[config.mk]
export PLATFORM = sky130hd
export DESIGN_NAME = vga_text_overlay_flat
export DESIGN_NICKNAME = d
export VERILOG_FILES = /design/src/rtl/vga_text_overlay_if.sv /design/src/rtl/vga_text_overlay.sv /design/src/flat_wrapper.sv
export SDC_FILE = /design/constraint.sdc
export NUM_CORES = 1
export LEC_CHECK = 0
export CORE_MARGIN = 2
export CORE_UTILIZATION = 57
export CTS_CLUSTER_DIAMETER = 60
export DETAILED_ROUTE_END_ITERATION = 6
export PLACE_DENSITY = 0.86
export SLEW_MARGIN = 20
export SYNTH_ARGS = -nofsm -noshare
export SYNTH_HDL_FRONTEND = slang
export SYNTH_SLANG_ARGS = --single-unit
[constraint.sdc]
create_clock -name clk -period 6.6 [get_ports clk]
set_input_delay 1.32 -clock clk [delete_from_list [all_inputs] [get_ports clk]]
set_output_delay 1.32 -clock clk [all_outputs]
set_load 0.05 [all_outputs]
[src/rtl/vga_text_overlay_if.sv]
// Character buffer write port shared by the overlay and whoever fills it.
// DATA_W is CODE_W, or CODE_W+1 when TEXT_OVERLAY_BLINK_EN adds the blink bit.
interface vga_text_overlay_if #(
  parameter int unsigned DATA_W = 4
);
  logic              wr_en;
  logic [5:0]        wr_addr;
  logic [DATA_W-1:0] wr_data;

  modport master (output wr_en, wr_addr, wr_data);
  modport slave  (input  wr_en, wr_addr, wr_data);
endinterface

[src/rtl/vga_text_overlay.sv]
// One-line 8x8 text renderer between the VGA timing core and the RGB pins.
// Optional per-slot blinking is built when TEXT_OVERLAY_BLINK_EN is defined.
module vga_text_overlay #(
  parameter int unsigned       N_CHARS    = 8,
  parameter int unsigned       CODE_W     = 4,
  parameter int unsigned       SCALE_LOG2 = 0,
  parameter logic [9:0]        X0_RST     = 10'd8,
  parameter logic [9:0]        Y0_RST     = 10'd300,
  parameter logic [CODE_W-1:0] BLANK_CODE = CODE_W'(15),
  parameter logic [2:0]        FG_RGB     = 3'b111,
  parameter logic [2:0]        BG_RGB     = 3'b000
) (
  input  logic              clk,
  input  logic              rst,
  input  logic              pix_en,
  input  logic [9:0]        x,
  input  logic [9:0]        y,
  input  logic              valid,
  input  logic              hsync_in,
  input  logic              vsync_in,
  input  logic              newframe,
  input  logic              ovl_en,
  input  logic [9:0]        pos_x,
  input  logic [9:0]        pos_y,
  vga_text_overlay_if.slave wr,
  output logic [CODE_W-1:0] font_char,
  output logic [2:0]        font_row,
  input  logic [7:0]        font_pix,
  output logic [2:0]        rgb,
  output logic              hsync_out,
  output logic              vsync_out
);

  localparam int unsigned COL_W = (N_CHARS > 1) ? $clog2(N_CHARS) : 1;
  localparam int unsigned BUF_D = 1 << COL_W;
  localparam int unsigned WIN_W = (N_CHARS * 8) << SCALE_LOG2;
  localparam int unsigned WIN_H = 8 << SCALE_LOG2;
`ifdef TEXT_OVERLAY_BLINK_EN
  localparam int unsigned ENT_W = CODE_W + 1;
`else
  localparam int unsigned ENT_W = CODE_W;
`endif
  localparam logic [ENT_W-1:0] BLANK_ENT = ENT_W'(BLANK_CODE);

  logic [9:0]        org_x;
  logic [9:0]        org_y;
  logic [ENT_W-1:0]  char_mem [BUF_D];

  logic [9:0]        dx_c;
  logic [9:0]        dy_c;
  logic              in_win_c;
  logic [COL_W-1:0]  col_c;
  logic [2:0]        bit_c;
  logic [2:0]        row_c;
  logic [ENT_W-1:0]  rd_ent_c;
  logic              glyph_on_c;

  logic              s1_in_win;
  logic [COL_W-1:0]  s1_col;
  logic [2:0]        s1_bit;
  logic [2:0]        s1_row;
  logic              s1_valid;
  logic              s1_hs;
  logic              s1_vs;

  logic              s2_in_win;
  logic [CODE_W-1:0] s2_code;
  logic [2:0]        s2_bit;
  logic [2:0]        s2_row;
  logic              s2_valid;
  logic              s2_hs;
  logic              s2_vs;

`ifdef TEXT_OVERLAY_BLINK_EN
  logic              s2_blink;
  logic [5:0]        frame_cnt;
`endif

  // Window origin only moves at frame start so a frame never tears.
  always_ff @(posedge clk or posedge rst) begin
    if (rst) begin
      org_x <= X0_RST;
      org_y <= Y0_RST;
    end else if (pix_en && newframe) begin
      org_x <= pos_x;
      org_y <= pos_y;
    end
  end

  // Character buffer; out-of-range slots are dropped.
  always_ff @(posedge clk or posedge rst) begin
    if (rst) begin
      for (int i = 0; i < int'(BUF_D); i++) begin
        char_mem[i] <= BLANK_ENT;
      end
    end else if (wr.wr_en && ({1'b0, wr.wr_addr} < 7'(N_CHARS))) begin
      char_mem[COL_W'(wr.wr_addr)] <= wr.wr_data;
    end
  end

`ifdef TEXT_OVERLAY_BLINK_EN
  always_ff @(posedge clk or posedge rst) begin
    if (rst) begin
      frame_cnt <= 6'd0;
    end else if (pix_en && newframe) begin
      frame_cnt <= frame_cnt + 6'd1;
    end
  end
`endif

  // Window hit test and glyph addressing; wraparound keeps dx/dy unsigned.
  always_comb begin
    dx_c     = x - org_x;
    dy_c     = y - org_y;
    in_win_c = valid && (12'(dx_c) < 12'(WIN_W)) && (12'(dy_c) < 12'(WIN_H));
    col_c    = COL_W'(dx_c >> (3 + SCALE_LOG2));
    bit_c    = 3'(dx_c >> SCALE_LOG2);
    row_c    = 3'(dy_c >> SCALE_LOG2);
    rd_ent_c = char_mem[s1_col];
  end

  always_ff @(posedge clk or posedge rst) begin
    if (rst) begin
      s1_in_win <= 1'b0;
      s1_col    <= '0;
      s1_bit    <= 3'd0;
      s1_row    <= 3'd0;
      s1_valid  <= 1'b0;
      s1_hs     <= 1'b0;
      s1_vs     <= 1'b0;
    end else if (pix_en) begin
      s1_in_win <= in_win_c;
      s1_col    <= col_c;
      s1_bit    <= bit_c;
      s1_row    <= row_c;
      s1_valid  <= valid;
      s1_hs     <= hsync_in;
      s1_vs     <= vsync_in;
    end
  end

  // Buffer read; a write in the same cycle lands after this load.
  always_ff @(posedge clk or posedge rst) begin
    if (rst) begin
      s2_in_win <= 1'b0;
      s2_code   <= BLANK_CODE;
      s2_bit    <= 3'd0;
      s2_row    <= 3'd0;
      s2_valid  <= 1'b0;
      s2_hs     <= 1'b0;
      s2_vs     <= 1'b0;
`ifdef TEXT_OVERLAY_BLINK_EN
      s2_blink  <= 1'b0;
`endif
    end else if (pix_en) begin
      s2_in_win <= s1_in_win;
      s2_code   <= rd_ent_c[CODE_W-1:0];
      s2_bit    <= s1_bit;
      s2_row    <= s1_row;
      s2_valid  <= s1_valid;
      s2_hs     <= s1_hs;
      s2_vs     <= s1_vs;
`ifdef TEXT_OVERLAY_BLINK_EN
      s2_blink  <= rd_ent_c[ENT_W-1];
`endif
    end
  end

  assign font_char = s2_code;
  assign font_row  = s2_row;

  always_comb begin
    glyph_on_c = ovl_en && s2_in_win && (s2_code != BLANK_CODE)
                 && font_pix[3'(3'd7 - s2_bit)];
`ifdef TEXT_OVERLAY_BLINK_EN
    if (s2_blink && frame_cnt[5]) begin
      glyph_on_c = 1'b0;
    end
`endif
  end

  always_ff @(posedge clk or posedge rst) begin
    if (rst) begin
      rgb       <= BG_RGB;
      hsync_out <= 1'b0;
      vsync_out <= 1'b0;
    end else if (pix_en) begin
      rgb       <= !s2_valid ? 3'b000 : (glyph_on_c ? FG_RGB : BG_RGB);
      hsync_out <= s2_hs;
      vsync_out <= s2_vs;
    end
  end

endmodule
[src/flat_wrapper.sv]
// flat-port wrapper written by rule: the top's interface ports become plain ports
module vga_text_overlay_flat 
#(
  parameter int unsigned       N_CHARS    = 8,
  parameter int unsigned       CODE_W     = 4,
  parameter int unsigned       SCALE_LOG2 = 0,
  parameter logic [9:0]        X0_RST     = 10'd8,
  parameter logic [9:0]        Y0_RST     = 10'd300,
  parameter logic [CODE_W-1:0] BLANK_CODE = CODE_W'(15),
  parameter logic [2:0]        FG_RGB     = 3'b111,
  parameter logic [2:0]        BG_RGB     = 3'b000
)
  (clk, rst, pix_en, x, y, valid, hsync_in, vsync_in, newframe, ovl_en, pos_x, pos_y, font_char, font_row, font_pix, rgb, hsync_out, vsync_out, wr_wr_en, wr_wr_addr, wr_wr_data);
  vga_text_overlay_if wr_i ();
  input  logic clk;
  input  logic rst;
  input  logic pix_en;
  input  logic [9:0] x;
  input  logic [9:0] y;
  input  logic valid;
  input  logic hsync_in;
  input  logic vsync_in;
  input  logic newframe;
  input  logic ovl_en;
  input  logic [9:0] pos_x;
  input  logic [9:0] pos_y;
  output logic [CODE_W-1:0] font_char;
  output logic [2:0] font_row;
  input  logic [7:0] font_pix;
  output logic [2:0] rgb;
  output logic hsync_out;
  output logic vsync_out;
  input wire logic [$bits(wr_i.wr_en)-1:0] wr_wr_en;
  input wire logic [$bits(wr_i.wr_addr)-1:0] wr_wr_addr;
  input wire logic [$bits(wr_i.wr_data)-1:0] wr_wr_data;
  assign wr_i.wr_en = wr_wr_en;
  assign wr_i.wr_addr = wr_wr_addr;
  assign wr_i.wr_data = wr_wr_data;
  vga_text_overlay #(.N_CHARS(N_CHARS), .CODE_W(CODE_W), .SCALE_LOG2(SCALE_LOG2), .X0_RST(X0_RST), .Y0_RST(Y0_RST), .BLANK_CODE(BLANK_CODE), .FG_RGB(FG_RGB), .BG_RGB(BG_RGB)) u_core (.clk(clk), .rst(rst), .pix_en(pix_en), .x(x), .y(y), .valid(valid), .hsync_in(hsync_in), .vsync_in(vsync_in), .newframe(newframe), .ovl_en(ovl_en), .pos_x(pos_x), .pos_y(pos_y), .wr(wr_i), .font_char(font_char), .font_row(font_row), .font_pix(font_pix), .rgb(rgb), .hsync_out(hsync_out), .vsync_out(vsync_out));
endmodule
* Yosys cells after proc, flatten, opt, wreduce, memory -nomap -nowiden *
Index checks and enable logic that the tools add are counted.

cells by class
  add/subtract/negate cells = 3
  $mul = 0
  divide/modulo/power cells = 0
  $lt $le $gt $ge = 7
  equality and inequality tests = 1
  shifts and indexed selects = 0
  muxes and demuxes = 10
  bitwise logic cells = 2
  reduce and logical (&&, ||, !) cells = 8

operators by type and width
  kind                                                          count
  bitwise mux 32 bit                                            1
  subtractor 10 bit                                             2
  binary-select mux 4 bit (select 3 bit)                        1
  demux 4 bit (select 3 bit)                                    1
  two-way mux 4 bit                                             3
  less-than comparator 10 x 4 -> 1 bit (second input constant)  1
  less-than comparator 10 x 7 -> 1 bit (second input constant)  1
  greater-or-equal comparator 4 bit (second input constant)     2
  logical AND 1 bit                                             8
  inverter 3 -> 4 bit                                           2
  less-than comparator 6 x 4 -> 1 bit (second input constant)   1
  two-way mux 3 bit                                             2
  less-than comparator 3 x 4 -> 1 bit (second input constant)   1
  less-than comparator 4 x 1 -> 1 bit (second input constant)   1
  != test 4 bit (second input constant)                         1
  binary-select mux 1 bit (select 3 bit)                        1
  subtractor 3 bit (first input constant)                       1
  two-way mux 1 bit                                             1

storage, ports and cells
  register bits after elaboration = 84
  bits in latches = 0
  memory bits (writable) = 0
  memory bits (read-only) = 0
  input bits = 67
  output and inout bits = 12
  logic and storage cells = 58
  memories kept = 0

* Longest topological paths before layout *
Gate-level depths: netlist of the first run.

  depth in word-level cells = 6
  gate-level depth with buffers = 10
  gate-level depth less buffers = 10

* Worst setup path after synthesis of the first run *
Ideal clock, no wire load.

  path type = in2reg
  start point = input x[0]
  end point = register u_core.s1_in_win
  setup time = 0.092 ns
  arrival time = 3.359 ns
  required time = 6.508 ns
  slack = 3.149 ns
  stages = 10
  buffers on the path = 0
  cell sequence = inv_1 > ha_1 > inv_1 > fa_1 > a21o_1 > a221o_1 > or3_1 > a221oi_2 > nand4_1 > o31ai_2

on the way
  cells in the longest elaborated chain, start to end = 4

ends and longest elaborated chain
  what                                  line                     text
  from (decl)                           flat_wrapper.sv:18       input logic [9:0] x;
  subtractor 10 bit                     vga_text_overlay.sv:113  dx_c = x - org_x;
  less-than comparator 10 x 7 -> 1 bit  vga_text_overlay.sv:115  in_win_c = valid && (12'(dx_c) < 12'(WIN_W)) && (12'(dy_c) < 12'(WIN_H));
  logical AND 1 bit (2 in series)       vga_text_overlay.sv:115
  to (signal assigned)                  vga_text_overlay.sv:132  s1_in_win <= in_win_c;
  to (decl)                             vga_text_overlay.sv:58   logic s1_in_win;

No other way between the ends.
A chain may end at the register's enable or synchronous reset.

* Final worst setup path of the first run *
Same ends and word-level chain as after synthesis.

==> impl_metrics.tcl, run 1 <==
set metrics [dict create \
    finClkSkew_ps 9.957 \
    drt_first_iter_violations 152 \
    portBuffers 78 \
    outcome "finished clean" \
    post-route-period-util 0.5566 \
    core_sq_um 7331 \
    hold_viol 0 \
    end_kind "flip-flop" \
    rsz0062_at_grt "false" \
    path_cells "clkdlybuf4s50_1, inv_1, ha_1, inv_1, fa_1, a21o_1, a221o_1, or3_1, a221oi_2, nand4_1, o31ai_2" \
    synth_edf_count 0 \
    overflow 0 \
    fin_area_sq_um 5456 \
    r2r_slack_ps 3970 \
    cts_hold_buf 0 \
    track_usage 0.2269 \
    synthesis.area_sq_um 4364 \
    crit_arrival_ps 3940 \
    tns_ps 0 \
    grt_pass1_vias 3078 \
    avgSynthCellArea_sq_um 12.61 \
    drt-total-wl_um 8771 \
    chipHeight_um 91.50 \
    yosysWarnings 0 \
    maxSlewHeadroom 0.3397 \
    clk_path_buf_depth 2 \
    clk_pin_slew_ps 80 \
    remaining_drc_errors 0 \
    start_util 0.5953 \
    clock-root-buffer "clkbuf_8" \
    synthesis.nets 433 \
    clock_sinks 82 \
    worst_slack_ps 2926 \
    period_needed_ps 3674 \
    synthCells 346 \
    post_cts_buffers 0 \
    path_delay_family "compound AO/OA/AOI/OAI gates" \
    yosys_register_bits 82 \
    antenna_found_initial 0 \
    start_kind "input port" \
    grt_max_degree 83 \
    cp_max_fo 2 \
    grt_first_pass_wirelength_um 15070 \
    ys_seq_area_frac 0.4819 \
    clk_latency_ps 360 \
    ios 79 \
    synth_flop_cell "dfstp_2" \
    async_reset_ff_frac 1.000 \
    vias 2982 \
    drv_slew 0 \
    min_path_type "flip-flop to flip-flop" \
    num_antenna_cells 0 \
    rows 31 \
    power_density_nw_per_um2 292.2 \
    drt_pass1_iterations 4 \
    cap_violations 0 \
    die_w_um 91.50 \
    dp_slack_ps 2582 \
    drtAntennaViolNets 0 \
    cts_made_buffers 9 \
    dp.cells 512 \
    ys_types 49 \
    crit_buf_inv 3 \
    fin_cells 528 \
    setup_violations 0 \
    cts_resized 0 \
    whs_ps 508.1 \
    synthToLayoutAreaGrowth_pct 25.03 \
    worst_pin_slew_ps 990.5 \
    gp_congestion 0.9105 \
    dieArea_sq_um 8372 \
    peakVddDrop_mv 0.1725 \
    drive_gt1_frac 0.3450 \
    p_leak_nw 2.293 \
    place_area_sq_um 5229 \
    max_stage_delay_ps 400 \
    wl_per_cell_um 16.61 \
    nets 511 \
    vias_per_cell 5.648 \
    hpwl_um 6370 \
    fmax_mhz 272.2 \
    crit_type "input port to flip-flop" \
    h-tree-depth 3 \
    cp.required_ps 6870 \
    cp_slowest_cell "clkdlybuf4s50_1" \
    cp_common_cell "inv_1" \
    cts_tree "yes" \
]
==> metrics by stage <==
stage	total power, mW	utilization
2_1_floorplan	1.036	-
3_3_place_gp	1.165	0.7133
3_5_place_dp	1.188	0.7133
4_1_cts	1.605	0.7443
5_1_grt	1.682	0.7443
6_report	1.594	0.7443
==> state kept, by name (all words and copies together), names as in the netlist, 3 cells and up <==
name and flops:
u_core.s2_bit 3, u_core.char_mem 32, u_core.s1_bit 3, u_core.font_row 3, u_core.font_char 4, u_core.s1_row 3
u_core.s1_col 3, u_core.org_y 10, u_core.org_x 10
==> worst paths after layout <==
kind,endpoint,from,depth (start not counted)
worst min register to register,u_core.s1_in_win,u_core.s1_in_win,2
max in group asynchronous,u_core.s1_row[0],rst,3
min in group asynchronous,u_core.org_x[4],rst,3
worst min-delay path,u_core.s1_in_win,u_core.s1_in_win,2
worst max-delay path,u_core.s1_in_win,x[0],11
worst max register to register,u_core.s1_in_win,u_core.org_x[0],9
==> layer usage <==
layer | vias up | share of wire | track usage
met1 | 1484 | 0.46 | 0.3110
met3 | 13 | 0.041 | 0.03900
met2 | 66 | 0.48 | 0.3615
met5 | - | 0 | 0
li1 | 1419 | - | -
met4 | 0 | 0.018 | 0.08838
==> placed cells by master, fill, tap and decap left out, types with 5 or more instances in the layout <==
master and instances:
nor2_1 17, ha_1 18, o21ai_0 5, mux2_2 71
nand2b_1 5, inv_1 24, nand2_1 7, a21oi_1 15
a21o_1 5, dfstp_2 41, clkbuf_8 9, mux2i_1 9
clkdlybuf4s50_1 78, dfrtp_1 41, mux4_2 10, xnor2_1 7
==> Yosys cell counts, types with 2 or more instances <==
cell / count / area [sq um]
nand4_1: 4 / 25.02
buf_4: 2 / 15.01
ha_1: 18 / 225.2
a21oi_1: 15 / 75.07
fa_1: 2 / 40.04
o21ai_0: 5 / 25.02
dfrtp_1: 41 / 1026
dfstp_2: 41 / 1077
buf_1: 2 / 7.510
xnor2_1: 7 / 61.31
mux4_2: 10 / 225.2
o221ai_1: 2 / 17.52
a21o_1: 5 / 37.54
nor4b_1: 2 / 17.52
nand3_1: 2 / 10.01
nor2_1: 17 / 63.81
or2_2: 3 / 18.77
o22ai_1: 2 / 12.51
or3_1: 4 / 25.02
clkbuf_1: 9 / 33.78
a21boi_0: 2 / 15.01
o2111ai_1: 2 / 17.52
inv_1: 25 / 93.84
and2_1: 2 / 12.51
mux2_2: 71 / 799.5
nand3b_1: 2 / 15.01
nand2_1: 7 / 26.28
nand2b_1: 5 / 31.28
a31oi_1: 3 / 18.77
nor3b_1: 3 / 22.52
a221oi_1: 2 / 17.52
nor3_1: 2 / 10.01
mux2i_1: 9 / 90.09
nor2b_1: 3 / 18.77
==> power breakdown <==
group / switching, mW / internal (mW) / leakage, nW / total, mW
sequential: 0.0800 / 0.619 / 0.910 / 0.699
combinational: 0.225 / 0.256 / 1.27 / 0.481
clock: 0.196 / 0.219 / 0.115 / 0.415
==> area by class of cell <==
| cell class | count | area, sq um |
|---|---|---|
| Multi-Input combinational cell | 226 | 2111 |
| Fill cell | 471 | 1874 |
| Clock inverter | 7 | 103.9 |
| Inverter | 25 | 95.09 |
| Timing Repair Buffer | 80 | 795.8 |
| Tap cell | 99 | 123.9 |
| Clock buffer | 9 | 123.9 |
| Sequential cell | 82 | 2103 |
==> worst reg2reg max path, stage by stage, from the launching register on <==
cell and delay (ps):
dfrtp_1 360, ha_1 180, inv_1 60, fa_1 400
a21o_1 220, a221o_1 340, or3_1 380, a221oi_2 250
nand4_1 140, o31ai_2 220
==> kinds of logic after synthesis <==
kind of cell / count (synthesis) / synth area share
adders and majority gates: 20 / 0.06078
xor gates and xnor gates: 8 / 0.01606
muxes: 90 / 0.2554
AOI/OAI and AO/OA: 49 / 0.07827
buffers and inverters: 38 / 0.03440
and+or+nand+nor: 59 / 0.07311
DFF: 82 / 0.4819
Power figures use the tool's default switching activity.
==> run 2: changes to the inputs <==
--- a/config.mk
+++ b/config.mk
@@ -6,10 +6,10 @@
 export NUM_CORES = 1
 export LEC_CHECK = 0
 export CORE_MARGIN = 2
-export CORE_UTILIZATION = 57
+export CORE_UTILIZATION = 53
 export CTS_CLUSTER_DIAMETER = 60
 export DETAILED_ROUTE_END_ITERATION = 6
-export PLACE_DENSITY = 0.86
+export PLACE_DENSITY = 0.81
 export SLEW_MARGIN = 20
 export SYNTH_ARGS = -nofsm -noshare
 export SYNTH_HDL_FRONTEND = slang
==> constraint.sdc (replaced) <==
create_clock -name clk -period 3.6 [get_ports clk]
set_input_delay 0.72 -clock clk [delete_from_list [all_inputs] [get_ports clk]]
set_output_delay 0.72 -clock clk [all_outputs]
set_load 0.05 [all_outputs]
==> run 2 against run 1 <==
Design area is essentially flat. Non-clock buffer count grew 1. Largest cell class unchanged. Sequential share of layout area is essentially flat. Register-to-register slack lost 3000 ps. First-iteration DRC count shrank 20%. Largest power group unchanged.
==> impl_metrics.tcl, run 2 (synthesis results as in run 1) <==
set metrics [dict create \
    outcome "finished clean" \
    h-tree-depth 3 \
    max_stage_delay_ps 410 \
    fmax_mhz 325.0 \
    cts_made_buffers 9 \
    seq_power_share 0.446 \
    r2r-end "u_core.s1_in_win" \
    core_sq_um 8093 \
    power_density_nw_per_um2 527.2 \
    grt_first_pass_wirelength_um 14520 \
    maxSlewHeadroom 0.4042 \
    drtAntennaViolNets 0 \
    clk_path_buf_depth 2 \
    worst_pin_slew_ps 891.8 \
    p_sw_frac 0.3144 \
    drv_slew 0 \
    tns_ps 0 \
    regMostFlops "u_core.char_mem" \
    post_cts_buffers 0 \
    num_antenna_cells 0 \
    start_kind "input port" \
    clock_sinks 82 \
    dp.cells 519 \
    rows 33 \
    final_common_cell "clkdlybuf4s50_1" \
    largest_register_ffs 32 \
    timing.rr.start "u_core.org_x[0]" \
    synthToLayoutAreaGrowth_pct 25.00 \
    dieArea_sq_um 8977 \
    cts_tree "yes" \
    end_kind "flip-flop" \
    crit_end "u_core.s1_in_win" \
    r2r_slack_ps 990 \
    final_cell_mix "78 x clkdlybuf4s50_1, 71 x mux2_2, 41 x dfstp_2, 41 x dfrtp_1, 24 x inv_1" \
    gp_congestion 0.8603 \
    start_util 0.5393 \
    fin_cells 535 \
    crit_type "input port to flip-flop" \
    overflow 0 \
    cp.required_ps 3860 \
    antenna_found_initial 0 \
    startpoint "x[0]" \
    chipHeight_um 94.75 \
    clock_power_share 0.246 \
    internal_power_mw 1.972 \
    die_w_um 94.75 \
    grt_pass1_vias 2937 \
    vias 2965 \
    p_leak_nw 2.292 \
    post-route-period-util 0.8548 \
    wl_per_cell_um 16.91 \
    remaining_drc_errors 0 \
    drt_pass1_iterations 4 \
    vias_per_cell 5.542 \
    drt-total-wl_um 9048 \
    ios 79 \
    path_cells "clkdlybuf4s50_1, inv_1, ha_1, inv_1, fa_1, a21o_1, a221o_1, or3_1, a221oi_2, nand4_1, o31ai_2" \
    cap_violations 0 \
    top_regs "u_core.char_mem: 32 flops, u_core.org_x: 10 flops, u_core.org_y: 10 flops" \
    hpwl_um 6712 \
    reg2reg_depth 9 \
    peakVddDrop_mv 0.3166 \
    cts_hold_buf 0 \
    cts_resized 0 \
    clk_latency_ps 360 \
    drive_gt1_frac 0.3442 \
    track_usage 0.2134 \
    cp_max_fo 2 \
    period_needed_ps 3077 \
    finClkSkew_ps 10.95 \
    cp_slowest_cell "fa_1" \
    grt_max_degree 46 \
    switchingPower_mw 0.9041 \
    nets 512 \
    clock-root-buffer "clkbuf_8" \
    rsz0062_at_grt "false" \
    portBuffers 78 \
    combPwrFrac 0.308 \
    drt_first_iter_violations 122 \
    clk_pin_slew_ps 90 \
    hold_viol 0 \
    setup_violations 0 \
    crit_arrival_ps 3340 \
    cp_common_cell "inv_1" \
    min_path_type "flip-flop to flip-flop" \
]
==> run 2: cell types whose count changed in the layout (fill, tap and decap cells not counted), sizes merged <==
cell / before / now
clkbuf: 9 / 11
inv: 28 / 26
clkinv: 2 / 3
buf: 2 / 3
bufinv: 2 / 1
==> run 2: routing by layer <==
| metal | track usage | up-vias | wire, um |
|---|---|---|---|
| li1 | - | 1424 | - |
| met1 | 0.2934 | 1463 | 4127 |
| met2 | 0.3440 | 67 | 4364 |
| met3 | 0.04549 | 11 | 434 |
| met4 | 0.06039 | 0 | 121 |
| met5 | 0 | - | 0 |
==> run 2: cell type report <==
| cell class | instances | area (sq um) |
|---|---|---|
| clock inverters | 5 | 58.81 |
| inverters | 25 | 95.09 |
| flip-flops and latches | 82 | 2103 |
| fillers | 607 | 2638 |
| clock buffers | 11 | 152.6 |
| multi-input cells | 226 | 2111 |
| well taps | 105 | 131.4 |
| repair buffers | 81 | 803.3 |
==> run 2: through the flow <==
step	util	cell area (sq um)	hold WS [ps]	worst slack (ps)	total power [mW]
2_1_floorplan	-	4364	460.0	749.1	1.899
3_3_place_gp	0.6480	5244	483.2	235.9	2.147
3_5_place_dp	0.6480	5244	490.8	170.2	2.184
4_1_cts	0.6741	5455	510.8	542.9	2.894
5_1_grt	0.6741	5455	526.3	425.3	3.029
6_report	0.6741	5455	509.7	522.8	2.876
==> run 2: critical path, delay by kind of cell <==
family | cells | cell delay, ps
buffers and inverters | 3 | 510
AOI/OAI and AO/OA | 4 | 1040
and+or+nand+nor | 2 | 500
adders and majority gates | 2 | 570
==> run 2: how the worst min path moves through the flow <==
stage                         from             endpoint  depth (start not counted)
6_report       u_core.font_char[1]  u_core.font_char[1]                          2
5_1_grt            u_core.org_x[8]      u_core.org_x[8]                          1
4_1_cts        u_core.font_char[1]  u_core.font_char[1]                          2
3_5_place_dp      u_core.s1_in_win     u_core.s1_in_win                          2
3_3_place_gp          u_core.s1_vs         u_core.s2_vs                          1
2_1_floorplan     u_core.s1_in_win     u_core.s1_in_win                          2
==> run 2: power by group through the flow <==
stage	clock, mW	sequential (mW)	combinational, mW
floorplan	0	1.32	0.579
CTS	0.720	1.28	0.890
global route	0.762	1.31	0.959
finish	0.708	1.28	0.886
global placement	0	1.29	0.857
detailed placement	0	1.30	0.885
